File: src/rtl/jtbubl_vtiming_pkg.sv
// Default bubl video timing constants and the V-range wrap helper shared by the timing block.
package jtbubl_vtiming_pkg;

  localparam int unsigned BUBL_CEN_DIV  = 8;
  localparam int unsigned BUBL_HW       = 9;
  localparam int unsigned BUBL_VW       = 9;
  localparam int unsigned BUBL_H_TOTAL  = 384;
  localparam int unsigned BUBL_HB_START = 255;
  localparam int unsigned BUBL_HB_END   = 383;
  localparam int unsigned BUBL_HS_START = 297;
  localparam int unsigned BUBL_HS_LEN   = 32;
  localparam int unsigned BUBL_V_START  = 16;
  localparam int unsigned BUBL_V_END    = 279;
  localparam int unsigned BUBL_VB_START = 240;
  localparam int unsigned BUBL_VB_END   = 279;
  localparam int unsigned BUBL_VS_START = 254;
  localparam int unsigned BUBL_VS_LEN   = 3;
  localparam int unsigned BUBL_IRQ_H    = 0;

  // Folds a line number that ran past v_end back to the top of the visible range.
  function automatic int unsigned vwrap(input int unsigned v, input int unsigned v_start,
                                        input int unsigned v_end);
    return (v > v_end) ? v_start + (v - v_end - 1) : v;
  endfunction

endpackage

File: src/rtl/jtbubl_vtiming_cen.sv
// Pixel clock-enable divider: pxl_cen once per CEN_DIV clks, pxl2_cen twice, both registered.
module jtbubl_vtiming_cen #(
  parameter int unsigned CEN_DIV = 8
) (
  input  logic clk,
  input  logic rst_n,
  output logic pxl2_cen,
  output logic pxl_cen
);

  localparam int unsigned CW = $clog2(CEN_DIV);
  localparam logic [CW-1:0] CntLast = CW'(CEN_DIV - 1);
  localparam logic [CW-1:0] CntHalf = CW'(CEN_DIV / 2);

  logic [CW-1:0] cnt_q, cnt_d;

  always_comb begin
    cnt_d = (cnt_q == CntLast) ? '0 : cnt_q + CW'(1);
  end

  // Enables are decoded from the next count so they are high while the counter sits at 0.
  always_ff @(posedge clk or negedge rst_n) begin
    if (!rst_n) begin
      cnt_q    <= '0;
      pxl_cen  <= 1'b0;
      pxl2_cen <= 1'b0;
    end else begin
      cnt_q    <= cnt_d;
      pxl_cen  <= (cnt_d == '0);
      pxl2_cen <= (cnt_d == '0) || (cnt_d == CntHalf);
    end
  end

endmodule

File: src/rtl/jtbubl_vtiming.sv
// Video timing generator: H/V counters, registered blank/sync/init decode and raster-line IRQ.
module jtbubl_vtiming
  import jtbubl_vtiming_pkg::*;
#(
  parameter int unsigned CEN_DIV  = BUBL_CEN_DIV,
  parameter int unsigned HW       = BUBL_HW,
  parameter int unsigned VW       = BUBL_VW,
  parameter int unsigned H_TOTAL  = BUBL_H_TOTAL,
  parameter int unsigned HB_START = BUBL_HB_START,
  parameter int unsigned HB_END   = BUBL_HB_END,
  parameter int unsigned HS_START = BUBL_HS_START,
  parameter int unsigned HS_LEN   = BUBL_HS_LEN,
  parameter int unsigned V_START  = BUBL_V_START,
  parameter int unsigned V_END    = BUBL_V_END,
  parameter int unsigned VB_START = BUBL_VB_START,
  parameter int unsigned VB_END   = BUBL_VB_END,
  parameter int unsigned VS_START = BUBL_VS_START,
  parameter int unsigned VS_LEN   = BUBL_VS_LEN,
  parameter int unsigned IRQ_H    = BUBL_IRQ_H
) (
  input  logic          clk,
  input  logic          rst_n,
  output logic          pxl2_cen,
  output logic          pxl_cen,
  output logic [HW-1:0] hdump,
  output logic [VW-1:0] vdump,
  output logic [VW-1:0] vrender,
  output logic [VW-1:0] vrender1,
  output logic          Hinit,
  output logic          Vinit,
  output logic          LHBL,
  output logic          LVBL,
  output logic          HS,
  output logic          VS,
  input  logic          irq_en,
  input  logic [VW-1:0] irq_line,
  input  logic          irq_ack,
  output logic          irq_n
);

  localparam logic [HW-1:0] HLast  = HW'(H_TOTAL - 1);
  localparam logic [VW-1:0] VFirst = VW'(V_START);
  localparam logic [VW-1:0] VLast  = VW'(V_END);
  localparam logic [VW-1:0] VRInit = VW'(vwrap(V_START + 1, V_START, V_END));
  localparam logic [VW-1:0] VR1Init = VW'(vwrap(V_START + 2, V_START, V_END));
  localparam int unsigned   VLines = V_END - V_START + 1;

  logic [HW-1:0] hcnt_q, hcnt_d;
  logic [VW-1:0] vcnt_q, vcnt_d;
  logic [VW-1:0] vr_q, vr_d;
  logic [VW-1:0] vr1_q, vr1_d;
  logic          hinit_q, hinit_d, vinit_q, vinit_d;
  logic          lhbl_q, lhbl_d, lvbl_q, lvbl_d;
  logic          hs_q, hs_d, vs_q, vs_d;
  logic          irq_n_q, irq_n_d, irq_trig;
  int unsigned   h, v, hs_off, vs_off;

  jtbubl_vtiming_cen #(
    .CEN_DIV (CEN_DIV)
  ) u_cen (
    .clk      (clk),
    .rst_n    (rst_n),
    .pxl2_cen (pxl2_cen),
    .pxl_cen  (pxl_cen)
  );

  // vrender/vrender1 run as their own counters so they always track vdump with no latency.
  always_comb begin
    hcnt_d = hcnt_q;
    vcnt_d = vcnt_q;
    vr_d   = vr_q;
    vr1_d  = vr1_q;
    if (pxl_cen) begin
      if (hcnt_q == HLast) begin
        hcnt_d = '0;
        vcnt_d = (vcnt_q == VLast) ? VFirst : vcnt_q + VW'(1);
        vr_d   = VW'(vwrap(32'(vr_q) + 1, V_START, V_END));
        vr1_d  = VW'(vwrap(32'(vr1_q) + 1, V_START, V_END));
      end else begin
        hcnt_d = hcnt_q + HW'(1);
      end
    end
  end

  always_comb begin
    h      = 32'(hcnt_q);
    v      = 32'(vcnt_q);
    hs_off = h + H_TOTAL - HS_START;
    if (hs_off >= H_TOTAL) hs_off = hs_off - H_TOTAL;
    vs_off = (v >= VS_START) ? v - VS_START : v + VLines - VS_START;

    hinit_d = (h == 0);
    vinit_d = (h == 0) && (v == V_START);
    lhbl_d  = !((h >= HB_START) && (h <= HB_END));
    hs_d    = (hs_off < HS_LEN);
    // LVBL and VS only move on their line-boundary pixel.
    lvbl_d  = lvbl_q;
    if (h == HB_START) lvbl_d = !((v >= VB_START) && (v <= VB_END));
    vs_d    = vs_q;
    if (h == HS_START) vs_d = (vs_off < VS_LEN);

    // A trigger coinciding with an ack wins.
    irq_trig = pxl_cen && irq_en && (vcnt_q == irq_line) && (h == IRQ_H);
    irq_n_d  = irq_n_q;
    if (irq_trig)     irq_n_d = 1'b0;
    else if (irq_ack) irq_n_d = 1'b1;
  end

  always_ff @(posedge clk or negedge rst_n) begin
    if (!rst_n) begin
      hcnt_q  <= '0;
      vcnt_q  <= VFirst;
      vr_q    <= VRInit;
      vr1_q   <= VR1Init;
      hinit_q <= 1'b0;
      vinit_q <= 1'b0;
      lhbl_q  <= 1'b0;
      lvbl_q  <= 1'b0;
      hs_q    <= 1'b0;
      vs_q    <= 1'b0;
      irq_n_q <= 1'b1;
    end else begin
      hcnt_q  <= hcnt_d;
      vcnt_q  <= vcnt_d;
      vr_q    <= vr_d;
      vr1_q   <= vr1_d;
      irq_n_q <= irq_n_d;
      if (pxl_cen) begin
        hinit_q <= hinit_d;
        vinit_q <= vinit_d;
        lhbl_q  <= lhbl_d;
        lvbl_q  <= lvbl_d;
        hs_q    <= hs_d;
        vs_q    <= vs_d;
      end
    end
  end

  assign hdump    = hcnt_q;
  assign vdump    = vcnt_q;
  assign vrender  = vr_q;
  assign vrender1 = vr1_q;
  assign Hinit    = hinit_q;
  assign Vinit    = vinit_q;
  assign LHBL     = lhbl_q;
  assign LVBL     = lvbl_q;
  assign HS       = hs_q;
  assign VS       = vs_q;
  assign irq_n    = irq_n_q;

endmodule
File: config.mk
export PLATFORM = sky130hd
export DESIGN_NAME = jtbubl_vtiming
export DESIGN_NICKNAME = d
export VERILOG_FILES = /design/src/rtl/jtbubl_vtiming_pkg.sv /design/src/rtl/jtbubl_vtiming_cen.sv /design/src/rtl/jtbubl_vtiming.sv
export SDC_FILE = /design/constraint.sdc
export NUM_CORES = 1
export LEC_CHECK = 0
export CORE_MARGIN = 2
export CORE_UTILIZATION = 40
export CTS_CLUSTER_SIZE = 25
export DETAILED_ROUTE_END_ITERATION = 10
export PLACE_DENSITY = 0.59
export SKIP_CTS_REPAIR_TIMING = 1
export SYNTH_ARGS = -nofsm -noshare
export SYNTH_HDL_FRONTEND = slang
export SYNTH_SLANG_ARGS = --single-unit
File: constraint.sdc
create_clock -name clk -period 5.8 [get_ports clk]
set_input_delay 0.87 -clock clk [delete_from_list [all_inputs] [get_ports clk]]
set_output_delay 0.87 -clock clk [all_outputs]
set_load 0.01 [all_outputs]
# ---- After elaboration in Yosys (flattened, before gate mapping)
# Index checks and enable logic that the tools add are counted.
dict set report word_totals {
  reg_bits 48
  input_bits 13
  output_inout_bits 45
  elab_cells 73
}
dict set report op_classes {
  addsub 17
  magnitude_cmp 10
  n_eq_ne 8
  mux 9
  n_reduce_logical 15
}
# op count
set op_table {}
lappend op_table {{2-to-1 mux 32 bit} 2}
lappend op_table {{2-to-1 mux 9 bit} 4}
lappend op_table {{>= comparator 32 x 9 -> 1 bit (second input constant)} 1}
lappend op_table {{less-than comparator 32 x 2 -> 1 bit (second input constant)} 1}
lappend op_table {{less-than comparator 32 x 6 -> 1 bit (second input constant)} 1}
lappend op_table {{== test 9 bit (second input constant)} 3}
lappend op_table {{>= comparator 9 x 8 -> 1 bit (second input constant)} 3}
lappend op_table {{adder 9 x 1 -> 10 bit (second input constant)} 2}
lappend op_table {{adder 9 x 9 -> 10 bit (second input constant)} 2}
lappend op_table {{> comparator 10 x 9 -> 1 bit (second input constant)} 2}
lappend op_table {{adder 6 x 9 -> 9 bit (first input constant)} 2}
lappend op_table {{adder 9 x 1 -> 9 bit (second input constant)} 2}
lappend op_table {{<= comparator 9 bit (second input constant)} 2}
lappend op_table {{subtractor 9 x 2 -> 9 bit (second input constant)} 2}
lappend op_table {{subtractor 9 bit (second input constant)} 2}
lappend op_table {{subtractor 11 x 10 -> 12 bit (second input constant)} 1}
lappend op_table {{subtractor 10 x 8 -> 11 bit (second input constant)} 1}
lappend op_table {{subtractor 10 x 9 -> 11 bit (second input constant)} 1}
lappend op_table {{subtractor 9 x 8 -> 10 bit (second input constant)} 1}
lappend op_table {{== test 9 x 5 -> 1 bit (second input constant)} 1}
lappend op_table {{== test 9 x 8 -> 1 bit (second input constant)} 1}
lappend op_table {{== test 9 bit} 1}
lappend op_table {{zero test 9 bit} 1}
lappend op_table {{== test 3 bit (second input constant)} 2}
lappend op_table {{other kinds (9)} 18}

# ---- Depth between registers and ports, before layout
# Gate-level depths: netlist of run 1.
dict set report logic_depth {
  word_depth 5
  mapped_depth 10
  mapped_depth_nobuf 8
}

# ---- Modules after synthesis
# From an unflattened synthesis of run 1, not the netlist that was laid out.
dict set report hier_totals {
  cells_unflattened 395
  area_unflattened_um2 3428.3
}
# module n_inst cells_each area_per_inst_um2
set modules_own_cells {}
lappend modules_own_cells {jtbubl_vtiming 1 387 3274.4}
lappend modules_own_cells {jtbubl_vtiming_cen 1 8 153.9}

# ---- Worst setup path before layout of run 1
# OpenSTA, ideal clock, no wires.
dict set report synth_path {
  kind {register -> register}
  start {register vr_q[1] (netlist: vrender[1])}
  end {register vr_q[6] (netlist: vrender[6])}
  t_arrival_ns 2.514
  required_ns 5.721
  slack_ns 3.207
  stages_incl_launch_ff 10
  n_path_buf 1
  path_cell_list {dfrtp_1 > ha_1 > buf_6 > or3_1 > a211o_1 > a2111oi_4 > o21ai_2 > a211o_1 > a21oi_2 > xor2_1}
}
dict set report synth_via {
  elab_chain_cells 5
  word_cells_on_any_way 6
}
# element line
set synth_lines {}
lappend synth_lines {{from (decl)} jtbubl_vtiming.sv:50} ;# logic [VW-1:0] vr_q, vr_d;
lappend synth_lines {{from (signal assigned)} jtbubl_vtiming.sv:113} ;# vr_q <= VRInit;
lappend synth_lines {{from (signal assigned)} jtbubl_vtiming.sv:125} ;# vr_q <= vr_d;
lappend synth_lines {{adder 9 x 1 -> 10 bit (*)} jtbubl_vtiming.sv:77} ;# vr_d = VW'(vwrap(32'(vr_q) + 1, V_START, V_END));
lappend synth_lines {{subtractor 9 bit} jtbubl_vtiming_pkg.sv:23} ;# return (v > v_end) ? v_start + (v - v_end - 1) : v;
lappend synth_lines {{subtractor 9 x 2 -> 9 bit} jtbubl_vtiming_pkg.sv:23}
lappend synth_lines {{adder 6 x 9 -> 9 bit} jtbubl_vtiming_pkg.sv:23}
lappend synth_lines {{2-to-1 mux 9 bit (*)} jtbubl_vtiming_pkg.sv:23}
# Mark *: on every way between the ends. The rest lies on a longest branch, timed or not.
# A chain may end at the register's enable or synchronous reset.

# ---- Final worst setup path of run 1
# Same ends and word-level chain as after synthesis.

==> reports/results.ini, run 1 <==
[timing]
hold_viol_final=0
tightest_slew_ps=608
fin_setup_tns_ps=0
rsz0062_at_grt=no
period_needed_ps=2710
maxSlewHeadroom_pct=59.5
finalCritPeriodShare_pct=46.7
skew_ps=11.6
clock.fmax_ghz=0.370
setup_viol=0
slew_viol_final=0

[drt]
via_per_inst=5.45
route.detailed.drc=0
ant_nets=0
via_count=2888
avgRoutedWirePerCell_um=14.2
drt_wl_total_um=7520
dr.pass1.iters=4
drt_iter0_drc=118

[placement]
place_inst=522
gp_congestion=0.826
hpwl_um=5200
io_buffers=57

[synth]
synth_cells=385
synthAdderAreaFrac_pct=6.43
ys.flop_type=dfrtp_1
synth_seq_cells=48
synthMuxAreaShare_pct=1.55
synth_edf_count=0
synth_compound_area_share_pct=17.2
yosysSeqAreaShare_pct=36.5
ys_warn_count=0
syn_area_um2=3310
synthSimpleGateAreaFrac_pct=21.9
synthXorXnorAreaFrac_pct=10.6
ys_types=59
synthArstFlopShare_pct=100
synthesis.nets=415
synth_top_family_by_area=simple AND/OR/NAND/NOR gates
synth_area_per_cell_um2=8.59

[layout]
drive_above_1_share_pct=7.29
multiInputGateArea_um2=1910
nNetsFinal=454
diodes=0
stdcell_count=530
mostFrequentLayoutCell=clkdlybuf4s50_1
seq_area_um2=1210
fill_cells=824
final_cell_mix=clkdlybuf4s50_1 (56), dfrtp_1 (42), nand2_1 (40)
area_growth_pct=20.6
fin_util_pct=49.0

[power]
cellLeakagePower_nw=1.59
p_per_area_nw_per_um2=138
peakVddDrop_uv=100

[clock_tree]
cts_buffer_depth=2
cts_root_buffer=clkbuf_8
cts_sinks=48
htreeDepth=2
clkTransAtPathRegs_ps=90
clk_latency_ps=300
cts_tree=done
numCtsBuffers=5

[global_routing]
grt_pass1_vias=2724
antenna_found_initial=0
gr-total-overflow=0
grt_max_degree=49
grt_pass1_wl_um=12900
grtUsageTotal_pct=17.8

[critical_path]
crit_arrival_ps=2940
crit_required_ps=6030
crit_type=register to register
critPathMaxFanout=9
end_kind=register
critPathLaunchType=register

[die]
io_pins=58
chipWidth_um=94.9
core_um2=8130
die_h_um=94.9
rows=33
dieArea_um2=9010
initial_utilization_pct=40.7

[run_status]
status=complete, no violations

[run]
cap_violations=0

[worst_hold_path]
hp-class=register to register

==> per-layer routing <==
metal | track usage (%) | share of wire (%) | up-vias
met1 | 25.3 | 49 | 1373
met5 | 0 | 0 | -
met4 | 5.31 | 1.5 | 0
met3 | 3.11 | 4.3 | 10
li1 | - | - | 1442
met2 | 27.5 | 45 | 63
==> final timing paths <==
check	start	endpoint	slack (ps)	cells past startpoint
max in group asynchronous	rst_n	vrender1[2]	4720	2
min reg2reg	u_cen.cnt_q[0]	u_cen.cnt_q[0]	450	1
max reg2reg	vrender[1]	vrender[6]	3090	8
max	vrender[1]	vrender[6]	3090	8
min in group asynchronous	rst_n	u_cen.pxl2_cen	650	2
min	u_cen.cnt_q[0]	u_cen.cnt_q[0]	450	1
==> per-stage QoR <==
step	cell area [µm²]	power, W	hold slack [ps]	setup slack (ps)
CTS	3990	0.000562	454	3090
finish	3990	0.000549	451	3090
floorplan	3310	0.000344	403	3210
global route	3990	0.000578	472	2900
global placement	3900	0.000360	417	3170
detailed placement	3900	0.000360	441	3110
==> Yosys cell counts (2+ instances only) <==
cell,n,share of area [%]
a211o_1,3,0.79
a21oi_1,21,3.2
and2_1,2,0.38
and3_1,8,1.5
and4_1,4,1.1
buf_2,5,0.76
buf_6,2,0.68
clkbuf_1,19,2.2
dfrtp_1,42,32
dfstp_2,6,4.8
ha_1,17,6.4
inv_1,18,2.0
mux2i_1,4,1.2
nand2_1,40,4.5
nand3_1,25,3.8
nand4_1,11,2.1
nor2_1,23,2.6
nor3_1,7,1.1
nor4_1,4,0.76
o211ai_1,2,0.45
o21ai_0,33,5.0
o21ai_1,2,0.30
o22ai_1,4,0.76
o31ai_1,4,0.91
o32a_1,2,0.61
or2_2,2,0.38
or3_1,3,0.57
or3b_2,2,0.53
or4_1,2,0.45
xnor2_1,25,6.6
xor2_1,15,4.0
==> power by group <==
part	total, W	leakage [nW]	internal (W)	switching [W]
combinational	0.0000179	0.912	0.00000895	0.00000894
clock	0.000197	0.0479	0.0000842	0.000113
sequential	0.000335	0.629	0.000335	0.0000000000000000000155
==> critical path, stage by stage, from the launching register on <==
cell       delay, ps
dfrtp_1          460
ha_1             330
or3_1            400
a211o_1          330
a2111oi_4        410
o21ai_2          140
a211o_1          290
a21oi_2          140
xor2_1           150
==> registers in the layout, indices dropped and copies added (netlist names), 3 cells and up <==
register / flops
hdump: 9
u_cen.cnt_q: 3
vdump: 9
vrender: 9
vrender1: 9
==> cell families (layout without fill, tap and decap cells) <==
| group | count (synthesis) | after routing |
|---|---|---|
| buffers and inverters | 45 | 85 |
| AND/OR/NAND/NOR | 141 | 141 |
| flip-flops | 48 | 48 |
| adder cells (fa/ha/maj) | 17 | 17 |
| multiplexers | 5 | 5 |
| XOR/XNOR | 40 | 40 |
| AO/OA/AOI/OAI | 89 | 89 |
==> cell type report <==
class	instances	area share, %
multi-input cells	292	48.0
flip-flops and latches	48	30.3
repair buffers	59	14.6
well taps	105	3.29
clock buffers	5	1.73
inverters	18	1.69
clock inverters	3	0.471
Power figures use the tool's default switching activity.
==> inputs of run 2 (changes only) <==
Settings changed: PLACE_DENSITY 0.59 to 0.62.
Clock period 5.8 ns to 2.3 ns, I/O delays scaled along.
==> reports/results.ini, run 2 (same netlist as run 1, synthesis figures left out) <==
[critical_path]
critPathMaxStageDelay_ps=420  ; -40 ps
critPathLaunchType=register
critPathMaxFanout=6  ; -3
crit_arrival_ps=2590  ; -350 ps
critPathBufInv=1  ; +1
slowest_stage=dfrtp_2
crit_chain=ha_4 -> or3_1 -> a211o_1 -> a2111oi_4 -> o21ai_2 -> buf_4 -> nand3_2 -> mux2i_2 -> xnor2_1
ff2ff_setup_slack_ps=-70  ; -3160 ps
end_kind=register
crit_type=register to register
path_delay_family=compound AO/OA/AOI/OAI gates
crit_required_ps=2530  ; -3500 ps

[run]
cap_violations=0  ; unchanged

[placement]
io_buffers=57  ; unchanged
hpwl_um=5680  ; +9.2%
pre_cts_ws_ps=-104  ; -3210 ps
gp_congestion=0.900  ; +8.9%

[die]
io_pins=58  ; unchanged
dieArea_um2=9010  ; unchanged
core_um2=8130  ; unchanged
die_h_um=94.9  ; unchanged
initial_utilization_pct=40.7  ; unchanged
rows=33  ; unchanged
chipWidth_um=94.9  ; unchanged

[global_routing]
grtUsageTotal_pct=18.7  ; +0.95 points
grt_pass1_vias=2874  ; +5.5%
gr-total-overflow=0  ; unchanged
grt_max_degree=49  ; unchanged
grt_pass1_wl_um=13600  ; +5.3%
antenna_found_initial=0  ; unchanged

[timing]
hold_viol_final=0  ; unchanged
period_needed_ps=2370  ; -339 ps
finalCritPeriodShare_pct=103  ; +56 points
setup_ws_ps=-66.9  ; -3160 ps
maxSlewHeadroom_pct=59.6  ; +0.19 points
skew_ps=14.0  ; +2.37 ps
rsz0062_at_grt=yes
fin_worst_hold_slack_ps=142  ; -308 ps
fin_setup_tns_ps=-165  ; -165 ps
slew_viol_final=0  ; unchanged
tightest_slew_ps=605  ; -2.80 ps
clock.fmax_ghz=0.422  ; +14%
setup_viol=4  ; +4

[drt]
dr.pass1.iters=7  ; +3
route.detailed.drc=0  ; unchanged
via_per_inst=5.40  ; -0.93%
drt_wl_total_um=8030  ; +6.8%
ant_nets=0  ; unchanged
drt_iter0_drc=171  ; +45%
via_count=3088  ; +6.9%
avgRoutedWirePerCell_um=14.0  ; -1.0%

[clock_tree]
cts_tree=done
numCtsBuffers=5  ; unchanged
clkTransAtPathRegs_ps=90  ; about the same
cts_sinks=48  ; unchanged
clk_latency_ps=290  ; about the same
cts_root_buffer=clkbuf_8
cts_buffer_depth=2  ; unchanged
htreeDepth=2  ; unchanged

[run_status]
status=complete, but fails checks
violations=setup timing

[layout]
diodes=0  ; unchanged
drive_above_1_share_pct=18.0  ; +11 points
final_cell_mix=clkdlybuf4s50_1 (56), buf_4 (43), dfrtp_1 (41)
area_growth_pct=32.8
mostFrequentLayoutCell=clkdlybuf4s50_1
nNetsFinal=496  ; +9.3%

[power]
p_total_w=0.00148  ; +170%
peakVddDrop_uv=218  ; +120%
p_per_area_nw_per_um2=338  ; +150%
cellLeakagePower_nw=1.81  ; +14%

[worst_hold_path]
hp-class=primary input to async pin

## run 2: per-layer routing
layer  vias up  GRT usage [%]  part of all wire, %
met2        95           30.4                   48
met4         0           4.23                 0.78
met5         -              0                    0
met3         6           3.03                  5.4
met1      1470           26.2                   46
li1       1517              -                    -
## run 2: worst register-to-register path, delay by kind of cell (launching register included)
family / cells / cell delay (ps)
flip-flops: 1 / 420
adder cells (fa/ha/maj): 1 / 180
AO/OA/AOI/OAI: 3 / 810
multiplexers: 1 / 230
buffers and inverters: 1 / 150
AND/OR/NAND/NOR: 2 / 380
XOR/XNOR: 1 / 130
## run 2: layout make-up
class                           instances  area [µm²]
Sequential cell                        48        1210
Timing Repair Buffer                  101         908
Clock inverter                          2        35.0
Clock buffer                            6        72.6
Inverter                               18        67.6
Fill cell                             760        3740
Multi-Input combinational cell        292        1970
Tap cell                              105         131
## run 2: where the power goes
part | switching [W] | total, W | leakage (nW) | internal [W]
sequential | 0.0000000000000000000394 | 0.000844 | 0.628 | 0.000844
combinational | 0.0000226 | 0.0000452 | 1.13 | 0.0000226
clock | 0.000272 | 0.000595 | 0.0552 | 0.000323
## run 2: through the flow
step	cells	instance area [µm²]	utilization (%)
2_1_floorplan	385	3320	-
4_1_cts	571	4340	53.4
6_report	572	4390	54.0
3_3_place_gp	563	4240	52.1
3_5_place_dp	563	4240	52.1
5_1_grt	572	4390	54.0
## run 2: worst paths after layout
check | start | endpoint | depth (start not counted)
setup / recovery | vrender[1] | vrender[7] | 9
min in group clk | u_cen.cnt_q[0] | u_cen.cnt_q[0] | 1
setup reg to reg | vrender[1] | vrender[7] | 9
max in group asynchronous | rst_n | vrender[1] | 2
hold reg to reg | u_cen.cnt_q[0] | u_cen.cnt_q[0] | 1
hold / removal | rst_n | HS | 2
==> inputs of run 3 (changes only) <==
Settings changed: TNS_END_PERCENT set to 30.
==> reports/results.ini, run 3 (same netlist as run 1, synthesis figures left out) <==
[run_status]
status=complete, but fails checks
violations=setup timing

[layout]
drive_above_1_share_pct=17.0  ; -0.97 points
multiInputGateArea_um2=1950  ; -0.95%
fin_util_pct=53.9  ; -0.077 points
final_cell_mix=clkdlybuf4s50_1 (56), buf_4 (46), dfrtp_1 (41)
nNetsFinal=499  ; +0.60%
mostFrequentLayoutCell=clkdlybuf4s50_1
area_growth_pct=32.6
diodes=0  ; unchanged
fill_cells=748  ; -1.6%
seq_area_um2=1210  ; unchanged

[die]
dieArea_um2=9010  ; unchanged
core_um2=8130  ; unchanged
io_pins=58  ; unchanged
die_h_um=94.9  ; unchanged
rows=33  ; unchanged
chipWidth_um=94.9  ; unchanged
initial_utilization_pct=40.7  ; unchanged

[critical_path]
crit_required_ps=2530  ; about the same
critPathLaunchType=register
cpMostUsedCell=a211o_1
path_delay_family=compound AO/OA/AOI/OAI gates
critPathMaxStageDelay_ps=430  ; about the same
crit_type=register to register
slowest_stage=dfrtp_2
end_kind=register
critPathBufInv=0  ; -1
critPathMaxFanout=6  ; unchanged
crit_arrival_ps=2610  ; +20 ps
crit_chain=ha_4 -> or3_1 -> a211o_1 -> a2111oi_4 -> o21ai_2 -> a211o_1 -> a21oi_2 -> xor2_1

[global_routing]
grt_max_degree=18  ; -63%
grtUsageTotal_pct=19.7  ; +1.0 points
antenna_found_initial=0  ; unchanged
gr-total-overflow=0  ; unchanged
grt_pass1_wl_um=14300  ; +5.1%
grt_pass1_vias=3054  ; +6.3%

[placement]
gp_congestion=0.890  ; -1.1%
pre_cts_ws_ps=-131  ; -27.2 ps
hpwl_um=6100  ; +7.5%
io_buffers=57  ; unchanged

[worst_hold_path]
hp-class=register to register

[clock_tree]
cts_tree=done
numCtsBuffers=5  ; unchanged
cts_root_buffer=clkbuf_8
clk_latency_ps=300  ; about the same
clkTransAtPathRegs_ps=90  ; about the same
cts_buffer_depth=2  ; unchanged
cts_sinks=48  ; unchanged
htreeDepth=2  ; unchanged

[drt]
drt_iter0_drc=171  ; unchanged
via_count=3115  ; +0.87%
avgRoutedWirePerCell_um=14.4  ; +2.6%
via_per_inst=5.42  ; +0.35%
drt_wl_total_um=8290  ; +3.1%
route.detailed.drc=0  ; unchanged
ant_nets=0  ; unchanged
dr.pass1.iters=5  ; -2

[power]
p_per_area_nw_per_um2=342  ; +1.1%
cellLeakagePower_nw=1.83  ; +0.84%
peakVddDrop_uv=189  ; -14%

[timing]
maxSlewHeadroom_pct=70.5  ; +11 points
finalCritPeriodShare_pct=103  ; +0.38 points
rsz0062_at_grt=yes
period_needed_ps=2380  ; +8.65 ps
setup_ws_ps=-75.6  ; -8.65 ps
clock.fmax_ghz=0.421  ; -0.36%
tightest_slew_ps=443  ; -163 ps
hold_viol_final=0  ; unchanged
setup_viol=4  ; unchanged
skew_ps=5.91  ; -8.05 ps
slew_viol_final=0  ; unchanged

[run]
cap_violations=0  ; unchanged

[run 3: changes by cell type in the layout (fill, tap and decap cells not counted), sizes merged]
cell,before,now
buf,45,47
dlygate4sd3,0,1
[run 3: path summary, 6_finish.rpt]
check                               startpoint        endpoint  slack [ps]  depth (start not counted)
worst max-delay path                vrender[1]      vrender[6]         -80                          8
worst min-delay path            u_cen.cnt_q[0]  u_cen.cnt_q[0]         430                          1
worst max register to register      vrender[1]      vrender[6]         -80                          8
worst min register to register  u_cen.cnt_q[0]  u_cen.cnt_q[0]         430                          1
max in group asynchronous                rst_n      vrender[0]        1210                          3
min in group asynchronous                rst_n           Hinit         470                          2
[run 3: area by class of cell]
class | instances | area share [%]
flip-flops and latches | 48 | 27.6
well taps | 105 | 3.00
clock inverters | 2 | 0.799
inverters | 18 | 1.54
clock buffers | 6 | 1.66
repair buffers | 104 | 21.0
multi-input cells | 292 | 44.4
[run 3: worst register-to-register path, stage by stage (launching register included)]
cell and delay (ps):
dfrtp_2 430, ha_4 190, or3_1 350, a211o_1 300, a2111oi_4 370, o21ai_2 100, a211o_1 300, a21oi_2 140
xor2_1 140
[run 3: stage by stage]
stage	cells	power, W	TNS (ps)	area (µm²)	hold slack (ps)
4_1_cts	573	0.00152	-456	4350	-60.9
5_1_grt	575	0.00156	-784	4380	462
3_5_place_dp	565	0.000909	-364	4240	276
2_1_floorplan	385	0.000867	-584	3320	49.4
3_3_place_gp	565	0.000908	-153	4240	281
6_report	575	0.00150	-200	4380	431
[run 3: layer usage]
| layer | routed length (µm) | part of all wire [%] | track usage, % | vias up |
|---|---|---|---|---|
| li1 | - | - | - | 1531 |
| met1 | 3900 | 47 | 26.8 | 1496 |
| met2 | 3950 | 48 | 33.0 | 81 |
| met3 | 343 | 4.1 | 2.71 | 7 |
| met4 | 91 | 1.1 | 5.31 | 0 |
| met5 | 0 | 0 | 0 | - |
[run 3: report_power, final]
group | switching (W) | internal, W | leakage [nW] | total [W]
Clock | 0.000284 | 0.000323 | 0.0552 | 0.000607
Combinational | 0.0000232 | 0.0000248 | 1.14 | 0.0000480
Sequential | 0.0000000000000000000400 | 0.000844 | 0.628 | 0.000844
